<file path="config.mk">
export PLATFORM = sky130hd
export DESIGN_NAME = touch_report_avalon
export DESIGN_NICKNAME = d
export VERILOG_FILES = /design/src/rtl/touch_report_avalon.sv
export SDC_FILE = /design/constraint.sdc
export NUM_CORES = 1
export LEC_CHECK = 0
export ABC_AREA = 0
export CAP_MARGIN = 20
export CORE_ASPECT_RATIO = 0.7
export CORE_MARGIN = 5
export CORE_UTILIZATION = 44
export DETAILED_ROUTE_END_ITERATION = 8
export PLACE_DENSITY = 0.73
export SLEW_MARGIN = 20
export SYNTH_ARGS = -nofsm -noshare
export SYNTH_HDL_FRONTEND = slang
export SYNTH_SLANG_ARGS = --single-unit
</file>
<file path="constraint.sdc">
create_clock -name i_clock -period 3.5 [get_ports i_clock]
set_input_delay 0.7 -clock i_clock [delete_from_list [all_inputs] [get_ports i_clock]]
set_output_delay 0.7 -clock i_clock [all_outputs]
set_load 0.01 [all_outputs]
</file>
<file path="src/rtl/touch_report_avalon.sv">
// Purpose: Avalon-MM register slave exposing touch-controller frame snapshots, counters and an interrupt.
// Latency: readdata is registered and valid one cycle after read is sampled; irq lags new_frame by one cycle.
// Backpressure: none; the slave always accepts reads and writes, and frames arriving while frozen are counted and flagged as overrun.
//
// Ports: i_clock/i_reset (sync, active-high), Avalon slave (i_address, i_read, i_write, i_writedata,
//        o_readdata), o_irq level interrupt, frame input (i_frame_valid, i_touch_count, i_gesture,
//        i_points_x, i_points_y with point i at slice [i*W +: W]).
// Optional feature: define TOUCH_GESTURE_FIFO_EN to queue nonzero gestures in a 4-entry FIFO that is
//        popped by GESTURE reads; otherwise GESTURE holds the gesture captured with the last snapshot.
module touch_report_avalon #(
    parameter int NUM_POINTS = 5,
    parameter int X_W        = 10,
    parameter int Y_W        = 9,
    parameter int ADDR_W     = 4
) (
    input  logic                      i_clock,
    input  logic                      i_reset,
    input  logic [ADDR_W-1:0]         i_address,
    input  logic                      i_read,
    input  logic                      i_write,
    input  logic [31:0]               i_writedata,
    output logic [31:0]               o_readdata,
    output logic                      o_irq,
    input  logic                      i_frame_valid,
    input  logic [3:0]                i_touch_count,
    input  logic [7:0]                i_gesture,
    input  logic [NUM_POINTS*X_W-1:0] i_points_x,
    input  logic [NUM_POINTS*Y_W-1:0] i_points_y
);

    localparam logic [ADDR_W-1:0] A_STATUS  = ADDR_W'(0);
    localparam logic [ADDR_W-1:0] A_CONTROL = ADDR_W'(1);
    localparam logic [ADDR_W-1:0] A_COUNT   = ADDR_W'(2);
    localparam logic [ADDR_W-1:0] A_GESTURE = ADDR_W'(3);
    localparam logic [ADDR_W-1:0] A_FRAMES  = ADDR_W'(4);

    logic [1:0]     r_ctrl;          // [0] irq_en, [1] freeze
    logic           r_new_frame;
    logic           r_overrun;
    logic [3:0]     r_count;
    logic [X_W-1:0] r_px [NUM_POINTS];
    logic [Y_W-1:0] r_py [NUM_POINTS];
    logic [15:0]    r_frames;
    logic           r_irq;
    logic [31:0]    r_readdata;

    logic        w_wr_status;
    logic        w_wr_ctrl;
    logic        w_capture;
    logic [3:0]  w_count_clamped;
    logic [31:0] w_rdata;
    logic [31:0] w_gesture_rd;
    logic        w_gest_avail;
    logic        w_gest_ovf;
    logic        w_unused_ok;

    assign w_wr_status     = i_write && (i_address == A_STATUS);
    assign w_wr_ctrl       = i_write && (i_address == A_CONTROL);
    assign w_capture       = i_frame_valid && !r_ctrl[1];
    assign w_count_clamped = (i_touch_count > 4'(NUM_POINTS)) ? 4'(NUM_POINTS) : i_touch_count;

`ifdef TOUCH_GESTURE_FIFO_EN
    logic [7:0] r_fifo [4];
    logic [1:0] r_wptr;
    logic [1:0] r_rptr;
    logic [2:0] r_fcnt;
    logic       r_gest_ovf;
    logic       w_empty;
    logic       w_full;
    logic       w_pop;
    logic       w_push_req;
    logic       w_push;
    logic       w_ovf_evt;

    assign w_empty    = (r_fcnt == 3'd0);
    assign w_full     = (r_fcnt == 3'd4);
    assign w_pop      = i_read && (i_address == A_GESTURE) && !w_empty;
    assign w_push_req = i_frame_valid && (i_gesture != 8'd0);
    // A pop in the same cycle frees the slot, so a full FIFO can still accept.
    assign w_push     = w_push_req && (!w_full || w_pop);
    assign w_ovf_evt  = w_push_req && w_full && !w_pop;

    always_ff @(posedge i_clock) begin
        if (i_reset) begin
            for (int i = 0; i < 4; i++) r_fifo[i] <= '0;
            r_wptr     <= '0;
            r_rptr     <= '0;
            r_fcnt     <= '0;
            r_gest_ovf <= 1'b0;
        end else begin
            if (w_push) begin
                r_fifo[r_wptr] <= i_gesture;
                r_wptr         <= r_wptr + 2'd1;
            end
            if (w_pop) r_rptr <= r_rptr + 2'd1;
            r_fcnt     <= r_fcnt + {2'b0, w_push} - {2'b0, w_pop};
            // Set wins over the W1C clear.
            r_gest_ovf <= (r_gest_ovf && !(w_wr_status && i_writedata[4])) || w_ovf_evt;
        end
    end

    assign w_gesture_rd = w_empty ? 32'd0 : {23'd0, 1'b1, r_fifo[r_rptr]};
    assign w_gest_avail = !w_empty;
    assign w_gest_ovf   = r_gest_ovf;
    assign w_unused_ok  = &{1'b0, i_writedata[31:5], i_writedata[3:2]};
`else
    logic [7:0] r_gesture;

    always_ff @(posedge i_clock) begin
        if (i_reset)        r_gesture <= '0;
        else if (w_capture) r_gesture <= i_gesture;
    end

    assign w_gesture_rd = {24'd0, r_gesture};
    assign w_gest_avail = 1'b0;
    assign w_gest_ovf   = 1'b0;
    assign w_unused_ok  = &{1'b0, i_writedata[31:4], i_writedata[3:2]};
`endif

    always_comb begin
        w_rdata = 32'd0;
        case (i_address)
            A_STATUS:  w_rdata = {27'd0, w_gest_ovf, w_gest_avail, r_ctrl[1], r_overrun, r_new_frame};
            A_CONTROL: w_rdata = {30'd0, r_ctrl};
            A_COUNT:   w_rdata = {28'd0, r_count};
            A_GESTURE: w_rdata = w_gesture_rd;
            A_FRAMES:  w_rdata = {16'd0, r_frames};
            default:   w_rdata = 32'd0;
        endcase
        for (int i = 0; i < NUM_POINTS; i++) begin
            if (i_address == ADDR_W'(i + 5))
                w_rdata = (32'(r_py[i]) << X_W) | 32'(r_px[i]);
        end
    end

    always_ff @(posedge i_clock) begin
        if (i_reset) begin
            r_ctrl      <= '0;
            r_new_frame <= 1'b0;
            r_overrun   <= 1'b0;
            r_count     <= '0;
            for (int i = 0; i < NUM_POINTS; i++) begin
                r_px[i] <= '0;
                r_py[i] <= '0;
            end
            r_frames    <= '0;
            r_irq       <= 1'b0;
            r_readdata  <= '0;
        end else begin
            if (w_wr_ctrl) r_ctrl <= i_writedata[1:0];
            // Sticky bits: a frame event in the same cycle overrides the W1C clear.
            r_new_frame <= (r_new_frame && !(w_wr_status && i_writedata[0])) || w_capture;
            r_overrun   <= (r_overrun && !(w_wr_status && i_writedata[1])) ||
                           (i_frame_valid && r_ctrl[1]);
            if (i_frame_valid) r_frames <= r_frames + 16'd1;
            if (w_capture) begin
                r_count <= w_count_clamped;
                for (int i = 0; i < NUM_POINTS; i++) begin
                    r_px[i] <= i_points_x[i*X_W +: X_W];
                    r_py[i] <= i_points_y[i*Y_W +: Y_W];
                end
            end
            r_irq <= r_ctrl[0] && r_new_frame;
            if (i_read) r_readdata <= w_rdata;
        end
    end

    assign o_readdata = r_readdata;
    assign o_irq      = r_irq;

endmodule

</file>
Yosys cells after proc, flatten, opt, wreduce, memory -nomap -nowiden
Memory sizes are Yosys's and may differ from the RTL's.
Cells that the tools add are included.

word-level totals
  register bits after elaboration = 65
  memory bits (writable) = 95
  bits of input ports = 148
  output and inout bits = 33
  word-level logic and storage cells = 73
  memories kept = 2

memories
  name  words  width  rd ports  clocked after Yosys merged registers in  write ports  line  text
  r_px  5      10     5         0                                        5            41    logic [X_W-1:0] r_px [NUM_POINTS];
  r_py  5      9      5         0                                        5            42    logic [Y_W-1:0] r_py [NUM_POINTS];

operators by class
  add/sub/neg operators = 1
  magnitude comparators = 1
  eq/ne operators = 9
  mux-type cells = 22
  bitwise operators = 15
  reductions and logical operators = 15

operators by type and width
  kind                     count
  $mux W32                 5
  $or A19 B10 Y19          5
  $pmux W16 S5             1
  $mux W10                 5
  $mux W9                  5
  $add A16 B1 Y16 const B  1
  $eq A4 B3 Y1 const B     4
  $or A1 B1 Y1             10
  $logic_and A1 B1 Y1      9
  $eq A4 B2 Y1 const B     2
  $eq A4 B4 Y1 const B     2
  $mux W1                  5
  $eq A4 B1 Y1 const B     1
  $gt A4 B3 Y1 const B     1
  $logic_not A4 Y1         1
  $mux W4                  1
  $logic_not A1 Y1         3
  $logic_or A1 B1 Y1       2

Logic depth before layout (Yosys ltp)
Gate-level depths: netlist (run 1).

  depth after elaboration = 7
  depth in mapped cells = 7
  mapped depth without buffers = 5

Worst setup path after synthesis (run 1)
No wires, ideal clock.

  kind = input to register
  start point = input port i_frame_valid
  end point = memory r_px[0][0] (enable)
  library setup time = 0.448 ns
  data arrival time = 3.213 ns
  data required time = 3.052 ns
  setup slack = -0.161 ns
  stages = 5
  path buffers = 2
  cell sequence = buf_2 nand2b_1 and2_1 clkbuf_1 inv_1

RTL lines
  element             line  text
  start: declaration  24    input logic i_frame_valid,
  end: declaration    41

Final worst setup path (run 1)
  start point = input port i_address[3]
  end point = register r_readdata[14], in the netlist o_readdata[14]

on the way
  cells in the longest elaborated chain, start to end = 7
  elaborated cells on any way between the ends = 16
  those cells by class = eq/ne: 9; mux: 6; reduce/logical: 1

RTL lines
  element                                     line  text
  start: declaration                          18    input logic [ADDR_W-1:0] i_address,
  $eq A4 B3 Y1, or another cell as far along  122   case (i_address)
  $pmux W16 S5                                122
  $mux W32 (4 in a row)                       131   if (i_address == ADDR_W'(i + 5))
  $mux W32 *                                  131
  end signal: assignment                      164   if (i_read) r_readdata <= w_rdata;
  end: declaration                            45    logic [31:0] r_readdata;

Every way passes the cells marked *; elsewhere a longest branch is shown, timed or not.
A chain may end at the register's enable or synchronous reset.

==> results.md, run 1 <==
* Die Ht at approximately 110 um
* Starting DRT DRC Count at 448
* Final worst-path cycle share at about 73%
* Via count at 5018
* Main area contributors after synthesis: edfxtp_1 (42%), dfxtp_1 (15%), and2_1 (8.9%)
* DP Wirelength at 12600 um
* Total CTS buffers at 17
* Worst min path class: reg2reg
* Yosys warnings at 0
* Antenna cells at 0
* Antenna violations before repair at 0
* Sw power at between 1000 and 1500 uW
* WP data required at around 3900 ps
* Status: completed
* Clock power frac at a little over two fifths
* Row Count at 37
* Largest net degree at the start of global routing at 85
* Pre-antenna DRT Iters at 5
* CTS sink cnt at 147
* Avg WL per Cell at 18.8 um
* Worst-skew pair later-pin latency at 430 ps
* Clk root buf: clkbuf_16
* Total GRT Usage at about a fifth
* Final hold violation count at 0
* Critical path class: in2reg
* Die ar. at about 18000 um2
* Htree depth at 4
* Avg Synthesized Cell Area at 11.4 um2
* Crit-path max FO at 16
* Clock tree buffer depth at 2
* Gr ovfl total at 0
* Setup TNS at 0 ps
* Skew final at approximately 13 ps
* Max-cap violations at 0
* CP max stage delay at just over 700 ps
* Relative slew slack at 36.4%
* CP Buf/Inv Count at 1
* Die width at 158 um
* FFs w/ async S/R, synth at 0%
* Area Overhead vs Synth at 30.5%
* Final instance area at 8810 um2
* Final #Nets at 870
* Residual DRC count at 0
* CP cell instances: clkdlybuf4s50_1, and2b_1, a22oi_1, o21ai_0, a32o_1
* Cell area after synthesis at 6750 um2
* Final-report setup violation count at 0
* Worst-margin pin slew at 950 ps
* CTS hold repair buffers at 0
* Top Family by Delay on Critical Path: compound AO/OA/AOI/OAI gates
* Worst-path clk slew at 70 ps
* Placer Congestion at 0.854
* Core ar. at about 15000 um2
* Min cycle time layout at 2550 ps
* I/O Buffers at 137
* CP Launch Type: primary input
* Vias per std cell at around 5.4
* Comb pwr share at 10.2%
* Routed Wire Length at 17500 um
* Setup crit end kind: flop
* Synth Instances at 594
* Sw Ratio at 25.0%
* Hold_ws at ~480 ps
* Number of flops mapped to enable cells by yosys at 95
* Register area share after synthesis at about 58%
* Synth Flop Type: edfxtp_1
* Peak Freq at approximately 0.4 GHz
* IO Pins at between 150 and 200
* Vias in the first global route at 5011
* Post-synth top area share at 42.2%
* Share of cells above drive strength 1 at 8.04%
* Postcts setup bufs at 0
* RSZ-0062 raised after global routing: false
* Post-synth top area cell: edfxtp_1
* Crit path max-delay cell type: and2b_1
* VDD IR max at between 300 and 400 uV
* CP arrival at 2920 ps
* Final slew viol count at 0
* Post_cts resized at 0
* Internal Power at 3130 uW
* Pwr dens at 473 nW/um2
* Initial Util at 45.4%
* Post-DP Area at 8250 um2
* Routed Antenna Nets at 0
* First-pass GRT wire length at 26800 um
* Sequential Power Share at 48.0%
* CTS tree: done
* Flops & latches, synth at 147
* LEAKAGE at 0.00331 uW
* Post-synth cell types at 58
-- cell usage in the layout (no fill, tap or decap), types with 4 or more instances in the layout --
cell / count
buf_4: 11
a2bb2oi_1: 4
xnor2_1: 5
o221ai_1: 5
nand3_1: 8
nand4_1: 8
mux2i_1: 15
o21a_1: 11
a32o_1: 9
clkdlybuf4s50_1: 136
xor2_1: 6
and2_1: 96
a221oi_1: 6
o21ai_0: 26
conb_1: 13
inv_8: 5
nor2_1: 29
clkbuf_16: 17
a21oi_1: 33
and3_1: 8
dfxtp_1: 52
o31ai_1: 4
nor3_1: 8
nand2_1: 17
nand2b_1: 11
edfxtp_1: 95
a211oi_1: 5
o211ai_1: 5
inv_1: 9
a22oi_1: 9
a22o_1: 9
-- state kept, by name (all words and copies together) (netlist names) --
name	cells
o_irq	1
o_readdata	19
r_ctrl	2
r_frames	16
r_overrun	1
r_px	50
r_new_frame	1
r_gesture	8
r_count	4
r_py	45
-- cell families after synthesis --
| family | count (synthesis) | synth area share (%) |
|---|---|---|
| buf+inv | 65 | 5.22 |
| xor+xnor | 11 | 1.43 |
| fa+ha+maj | 1 | 0.185 |
| flops | 147 | 57.7 |
| compound gates | 145 | 14.9 |
| simple gates | 207 | 18.0 |
| other cells | 1 | 0.0555 |
| mux | 17 | 2.56 |
-- worst min-delay path, delay by kind of cell, from the launching register on --
| kind | cells | cell delay, ps |
|---|---|---|
| AOI/OAI and AO/OA | 1 | 70 |
| DFF | 1 | 330 |
| and+or+nand+nor | 1 | 50 |
-- per-layer routing --
| metal | GRT usage (%) | vias to the layer above | routed length [um] |
|---|---|---|---|
| met1 | 27.2 | 2382 | 7910 |
| met5 | 0 | - | 0 |
| li1 | - | 2407 | - |
| met2 | 30.0 | 203 | 7920 |
| met3 | 5.88 | 26 | 1440 |
| met4 | 4.20 | 0 | 205 |
-- final timing paths --
kind / startpoint / end / slack [ps] / cells after the start
worst max-delay path: i_address[3] / o_readdata[14] / 950 / 5
worst min-delay path: r_px[0][27] / o_readdata[7] / 480 / 2
worst max register to register: r_ctrl[1] / r_py[0][31] / 1500 / 4
worst min register to register: r_px[0][27] / o_readdata[7] / 480 / 2
-- cell type report --
cell class	count	area (um2)
Clock buffer	18	429
Clock inverter	14	140
Fill cell	1169	6050
Tap cell	195	244
Multi-Input combinational cell	394	2560
Inverter	10	41.3
Timing Repair Buffer	151	1510
Sequential cell	147	3890
-- per-stage QoR --
stage               util, %  instances  setup WS, ps  power, uW
floorplan                 -        606           133       2240
global placement       55.5        897           607       2450
detailed placement     55.5        897           551       2460
CTS                    59.3        929           987       4190
global route           59.3        929           806       4310
finish                 59.3        929           951       4170
-- Yosys cell counts, types with 8 or more instances --
master    count
o21ai_0      26
a22o_1        9
nand3_1       8
a22oi_1       9
nand4_1       8
nand2b_1     11
and2_1       96
inv_1        10
mux2i_1      15
buf_2        15
a21oi_1      33
clkbuf_1     17
nor3_1        8
a32o_1        9
buf_4        16
and3_1        8
nor2_1       29
edfxtp_1     95
dfxtp_1      52
nand2_1      17
o21a_1       11
-- power groups by stage --
stage	clock network, uW	registers (uW)	logic [uW]
final	1740	2000	427
after global routing	1840	2010	462
after CTS	1760	2000	426
after detailed placement	0	2040	424
after global placement	0	2030	413
after floorplan	0	2020	211
Power figures use the tool's default switching activity.
==> run 2, diff against run 1 <==
==> constraint.sdc (replaced) <==
create_clock -name i_clock -period 2.3 [get_ports i_clock]
set_input_delay 0.46 -clock i_clock [delete_from_list [all_inputs] [get_ports i_clock]]
set_output_delay 0.46 -clock i_clock [all_outputs]
set_load 0.01 [all_outputs]
==> results.md, run 2 (synthesis results as in run 1) <==
* Total CTS buffers at 17
* Setup crit end kind: flop
* Worst R2R Start: r_frames[4]
* Die width at 158 um
* CP max stage delay at 570 ps
* Worst-path clk slew at 70 ps
* Row Count at 37
* Post-DP Area at 8420 um2
* CTS tree: done
* Biggest register: r_px
* Reg2reg setup slack at between 600 and 700 ps
* Share of cells above drive strength 1 at around a tenth
* CTS hold repair buffers at 0
* Peak Freq at 0.518 GHz
* Starting DRT DRC Count at 424
* Final worst-path cycle share at 84.0%
* Via count at 5086
* Residual DRC count at 0
* Max-cap violations at 0
* Final slew viol count at 0
* WP data required at between 2000 and 3000 ps
* Antenna cells at 0
* Final #Nets at 885
* Final hold violation count at 0
* Clk root buf: clkbuf_16
* Reg-to-Reg End: r_frames[15]
* Pre-antenna DRT Iters at 5
* Comb pwr share at 10.7%
* DP Wirelength at 12800 um
* Final instance area at between 8000 and 9000 um2
* Largest register FFs at 50
* CP Launch Type: primary input
* Filler cells at 1181
* Crit-path max FO at 7
* Critical path class: in2reg
* Worst min path class: reg2reg
* First-pass GRT wire length at 27300 um
* Total GRT Usage at 19.7%
* Die ar. at approximately 18000 um2
* Pwr dens at 708 nW/um2
* Fin util at 60.5%
* Routed Antenna Nets at 0
* Avg WL per Cell at 18.6 um
* Worst-skew pair later-pin latency at 420 ps
* LEAKAGE at around 0.0034 uW
* Internal Power at between 4000 and 5000 uW
* Sequential Power Share at 47.9%
* CP arrival at 2270 ps
* Worst-margin pin slew at 984 ps
* Relative slew slack at 34.2%
* Die Ht at 114 um
* Most frequent cells in the layout: clkdlybuf4s50_1 (136), and2_1 (95), edfxtp_1 (95), dfxtp_1 (52), a21oi_1 (33)
* Area Overhead vs Synth at 33.0%
* Hold Crit Start: r_count[2]
* Min cycle time layout at about 1900 ps
* RSZ-0062 raised after global routing: false
* Htree depth at 4
* CP cell instances: clkdlybuf4s50_1, or3b_1, a221oi_1, o21ai_0, o211ai_1
* Largest net degree at the start of global routing at between 60 and 70
* Status: completed
* Core ar. at 14900 um2
* CTS sink cnt at 147
* Clock tree buffer depth at 2
* Worst min-delay path endpoint: r_count[2]
* Placer Congestion at roughly 0.86
* Crit path max-delay cell type: clkdlybuf4s50_1
* Vias per std cell at 5.39
* Antenna violations before repair at 0
* Gr ovfl total at 0
* Final-report setup violation count at 0
* Postcts setup bufs at 0
* Clock power frac at 41.4%
* I/O Buffers at 137
* Most common cell after layout, fill and taps aside: clkdlybuf4s50_1
* Skew final at 10.9 ps
* Initial Util at a little under half
* R2R cell count at 4
* Worst Hold Depth at 2
* Sw Ratio at roughly a quarter
* Routed Wire Length at 17500 um
* VDD IR max at 322 uV
* IO Pins at 181
* Vias in the first global route at around 5.2k
* Sw power at 1580 uW
* Post_cts resized at 0
-- run 2: cell types whose count changed in the layout (fill, tap and decap cells not counted), sizes merged --
cell,previous run,this run
inv,17,19
clkbuf,18,17
clkinvlp,3,2
buf,15,30
-- run 2: worst max-delay path by stage --
stage,start,to,slack [ps],depth (start not counted)
2_1_floorplan,i_frame_valid,r_px[0][0],-410,5
3_3_place_gp,i_reset,o_readdata[7],50,5
3_5_place_dp,i_address[3],o_readdata[15],3,6
4_1_cts,i_address[3],o_readdata[15],430,6
5_1_grt,i_address[3],o_readdata[14],340,6
6_report,i_reset,o_readdata[7],370,5
-- run 2: metrics by stage --
stage / setup WS [ps] / setup TNS (ps) / hold WS (ps) / instances / total power [uW]
6_report: 368 / 0 / 469 / 944 / 6360
5_1_grt: 342 / 0 / 489 / 944 / 6580
4_1_cts: 430 / 0 / 463 / 944 / 6390
3_5_place_dp: 3.30 / 0 / 439 / 912 / 3780
3_3_place_gp: 50.2 / 0 / 436 / 912 / 3760
2_1_floorplan: -410 / -38950 / 424 / 606 / 3410
-- run 2: metal layers --
layer / global-route usage, % / part of all wire, %
met1: 26.9 / 45
met4: 5.68 / 1.2
met5: 0 / 0
met3: 5.50 / 7.1
met2: 30.9 / 47
-- run 2: layout make-up --
class / count / area (um2) / share of cell area [%]
timing repair buffer: 166 / 1670 / 18.6
clock inverter: 15 / 139 / 1.55
tap: 195 / 244 / 2.72
clock buffer: 17 / 425 / 4.73
inverter: 10 / 43.8 / 0.487
multi-input combinational: 394 / 2570 / 28.6
sequential: 147 / 3890 / 43.3
-- run 2: power by group through the flow --
stage | clock network, uW | registers, uW | logic (uW)
floorplan | 0 | 3080 | 330
finish | 2630 | 3050 | 682
global route | 2790 | 3060 | 737
CTS | 2670 | 3040 | 683
global placement | 0 | 3100 | 661
detailed placement | 0 | 3100 | 679
-- run 2: critical path, delay by kind of cell --
kind | cells | cell delay (ps)
and+or+nand+nor | 1 | 520
AOI/OAI and AO/OA | 3 | 720
buffers and inverters | 1 | 570
==> RTL change 1: new RTL, config.mk and constraints of run 2 <==
Set the parameter `NUM_POINTS` to 6 (it was 5).
--- a/src/rtl/touch_report_avalon.sv
+++ b/src/rtl/touch_report_avalon.sv
@@ -8,7 +8,7 @@
 // Optional feature: define TOUCH_GESTURE_FIFO_EN to queue nonzero gestures in a 4-entry FIFO that is
 //        popped by GESTURE reads; otherwise GESTURE holds the gesture captured with the last snapshot.
 module touch_report_avalon #(
-    parameter int NUM_POINTS = 5,
+    parameter int NUM_POINTS = 6,
     parameter int X_W        = 10,
     parameter int Y_W        = 9,
     parameter int ADDR_W     = 4
Ports: changed (resized i_points_x and i_points_y); port bits go from 181 to 200. No check against the original RTL was run, so the function may have changed too.
==> RTL change 1 against run 2 <==
- total power is 15% higher
- count of clock-buffer cells in the layout rose by 2
- design area increased by 16%
- sequential cell count rose by 19
- routed wire length is 18% higher
- first-iteration DRC count is 18% higher
- clock power rose by 17%
- critical path depth up 2
- via count increased by 17%
- register-to-register slack got worse by 0.24 ns
- area after synthesis up 15%
- core utilization down 0.21 points
- setup slack got worse by 0.059 ns
==> RTL change 1: results (changes against run 2) <==
Outcome
  • Status: finished clean

Layout
  • Non-Filler Instances: 1089 (+15%)
  • Max reg flops: 60 (+20%)

Synthesis
  • Synth Area in Adders: 0.161% (-0.024 points)
  • Post-synth cell types: 66 (+14%)
  • Top cells by count, synth: and2_1 (117), edfxtp_1 (114), dfxtp_1 (52)
  • Post-synthesis compound-gate area fraction: 14.1% (-0.84 points)
  • Ranking of synthesized cells by area: edfxtp_1 (44%), dfxtp_1 (13%), and2_1 (9.4%), mux2i_1 (2.2%), a21oi_1 (1.7%)
  • Synth Area per Inst: 11.4 µm² (+0.49%)
  • EDFF count, synth: 114 (+20%)
  • Mux cell area share after synthesis: 3.20% (+0.65 points)

Global routing
  • Grt met2 use: 30.6% (-0.32 points)
  • First-pass GRT wire length: 31700 µm (+16%)
  • GRT met1 Usage: 27.6% (+0.77 points)
  • Largest net degree at the start of global routing: 108 (+64%)
  • Grt met3 use: 6.90% (+1.4 points)

Power and ir drop
  • Seq pwr share: 47.1% (-0.8 points)
  • VDD IR max: 0.000454 V (+41%)

Worst setup path
  • Worst EP arrival: 2.34 ns (+0.07 ns)
  • Top Family by Delay on Critical Path: buffers and inverters

Drt
  • WL met2: 9170 µm (+11%)
  • Routed Wire Length: 20600 µm (+18%)

Placed design
  • DP Area: 9770 µm² (+16%)
  • Setup WS pre-CTS: -0.0369 ns (-0.0402 ns)
  • Gpl congestion: 0.885 (+2.4%)

Timing
  • Slew @ Worst Pin: 0.628 ns (-0.357 ns)
  • Setup Skew: 0.0111 ns (+0.000217 ns)

CTS
  • Worst skew pair latency: 0.44 ns (+0.02 ns)
-- RTL change 1: metrics by stage --
stage | utilization (%) | hold WS [ns] | power [mW]
finish | 60.3 | 0.454 | 7.33
CTS | 60.2 | 0.452 | 7.36
detailed placement | 56.6 | 0.442 | 4.31
global route | 60.2 | 0.456 | 7.59
floorplan | - | 0.410 | 3.89
global placement | 56.6 | 0.435 | 4.29
-- RTL change 1: area by class of cell --
class / instances / area, µm²
inverter: 11 / 52.6
antenna: 1 / 2.50
fill: 1356 / 6860
timing repair buffer: 197 / 1960
sequential: 166 / 4460
clock inverter: 13 / 193
clock buffer: 19 / 443
tap: 231 / 289
multi-input combinational: 451 / 3000
-- RTL change 1: path summary, 6_finish.rpt --
path / start / end / slack [ns] / cells after the start
max: i_address[3] / o_readdata[0] / 0.31 / 7
max reg2reg: r_frames[3] / r_frames[13] / 0.45 / 4
min reg2reg: r_count[0] / r_count[0] / 0.45 / 2
min: r_count[0] / r_count[0] / 0.45 / 2
==> RTL change 2: new RTL, flow settings as in run 2 <==
Made on the original files. Register the output `o_irq` once more; this adds one clock of latency there. The other outputs are not delayed to match.
--- a/src/rtl/touch_report_avalon.sv
+++ b/src/rtl/touch_report_avalon.sv
@@ -166,7 +166,9 @@
     end
 
     assign o_readdata = r_readdata;
-    assign o_irq      = r_irq;
+    always_ff @(posedge i_clock) begin
+        o_irq <= r_irq;
+    end
 
 endmodule
 
Formal check against the unedited RTL: not equivalent (Yosys sat finds a counterexample within 4 cycles, from zero or initial values and one cycle with i_reset high).
==> RTL change 2 against run 2 <==
- non-clock buffer count fell by 5
- setup slack got worse by 0.083 ns
- register-to-register slack better by 0.03 ns
- sequential power about the same
- sequential cell count up 1
- routed wire length fell by 0.72%
- total power is 3.6% higher
- design area grew 0.74%
- area after synthesis up 0.30%
- combinational power up 0.9%
- cell count rose by 0.11%
- largest power group unchanged
- highest routed layer unchanged
==> RTL change 2: results (changes against run 2) <==
Global routing
  • Largest net degree at the start of global routing: 97 (+47%)
  • First-pass GRT wire length: 27100 µm (-0.86%)
  • Vias in the first global route: 5105 (-2.1%)
  • GRT Total Usage: 19.5% (-0.23 points)

Power and ir drop
  • VDD IR max: 0.000390 V (+21%)
  • Pleak: 3.41 nW (+0.24%)
  • Net Switching: 1.49 mW (-5.4%)

Placed design
  • Placed Cells: 913 (+0.11%)
  • Setup WS pre-CTS: -0.0623 ns (-0.0656 ns)
  • Gpl congestion: 0.847 (-1.9%)
  • Hpwl dp: 12300 µm (-3.3%)
  • DP Area: 8450 µm² (+0.31%)

Drt
  • Drt pass-1 iters: 5 (unchanged)
  • DR vias: 5075 (-0.22%)
  • Via density: 5.37 (-0.32%)
  • Initial detailed-routing violation count: 509 (+20%)
  • DR WL/cell: 18.4 µm (-0.82%)

Synthesis
  • Top cells by count, synth: and2_1 (96), edfxtp_1 (95), dfxtp_1 (53)
  • Post-Syn Instances: 595 (+0.17%)
  • Ranking of synthesized cells by area: edfxtp_1 (42%), dfxtp_1 (16%), and2_1 (8.9%), a21oi_1 (2.4%), mux2i_1 (2.2%)
  • Register area share after synthesis: 57.8% (+0.13 points)
  • Post-synth cell types: 58 (unchanged)

Timing
  • Setup Skew: 0.00919 ns (-0.00166 ns)
  • Slew @ Worst Pin: 1.01 ns (+0.0283 ns)

Worst setup path
  • Critical path's largest stage delay: 0.66 ns (+0.09 ns)
  • Worst EP arrival: 2.32 ns (+0.05 ns)
  • Top Family by Delay on Critical Path: buffers and inverters
  • Crit path max fanout: 28 (+21)

Layout
  • Share of cells above drive strength 1: 9.40% (-1.0 points)
  • Nets@finish: 881 (-0.45%)
  • Area Growth Syn to Fin: 33.6%
  • Fillers: 1206 (+2.1%)

CTS
  • Post CTS Setup Buffer Count: 0 (unchanged)

Outcome
  • Status: finished clean
==> RTL change 2: cell count changes after synthesis, sizes merged <==
| cell | run 2 | this run |
|---|---|---|
| dfxtp | 52 | 53 |
==> RTL change 2: cell families (layout without fill, tap and decap cells) <==
logic type | count (synthesis) | in the layout | share of synthesized area, %
simple gates | 207 | 207 | 17.9
buf+inv | 65 | 203 | 5.21
xor+xnor | 11 | 11 | 1.42
flops | 148 | 148 | 57.8
compound gates | 145 | 145 | 14.9
fa+ha+maj | 1 | 1 | 0.185
mux | 17 | 17 | 2.55
other cells | 1 | 13 | 0.0554
==> RTL change 2: path summary, 6_finish.rpt <==
path | startpoint | end | slack, ns | depth (start not counted)
worst max-delay path | i_address[3] | o_readdata[17] | 0.29 | 6
worst min-delay path | r_irq | o_irq | 0.33 | 0
worst max register to register | r_frames[4] | r_frames[15] | 0.72 | 4
worst min register to register | r_irq | o_irq | 0.33 | 0
==> RTL change 2: metal layers <==
layer	global-route usage (%)	vias to the layer above	wire (µm)
met5	0	-	0
met4	4.89	0	257
met3	4.59	22	1300
met2	30.1	191	8020
met1	27.9	2439	7840
li1	-	2423	-
==> RTL change 2: cell type report <==
type / instances / share of cell area (%)
flip-flops and latches: 148 / 43.2
multi-input cells: 394 / 28.4
clock buffers: 19 / 4.78
clock inverters: 13 / 1.89
well taps: 200 / 2.76
repair buffers: 161 / 18.5
inverters: 10 / 0.484
==> RTL change 2: power by group through the flow <==
stage	clock [mW]	sequential, mW	combinational [mW]
final	2.84	3.06	0.688
after global routing	3.00	3.07	0.743
after CTS	2.87	3.06	0.689
after detailed placement	0	3.11	0.685
after global placement	0	3.11	0.666
after floorplan	0	3.10	0.330
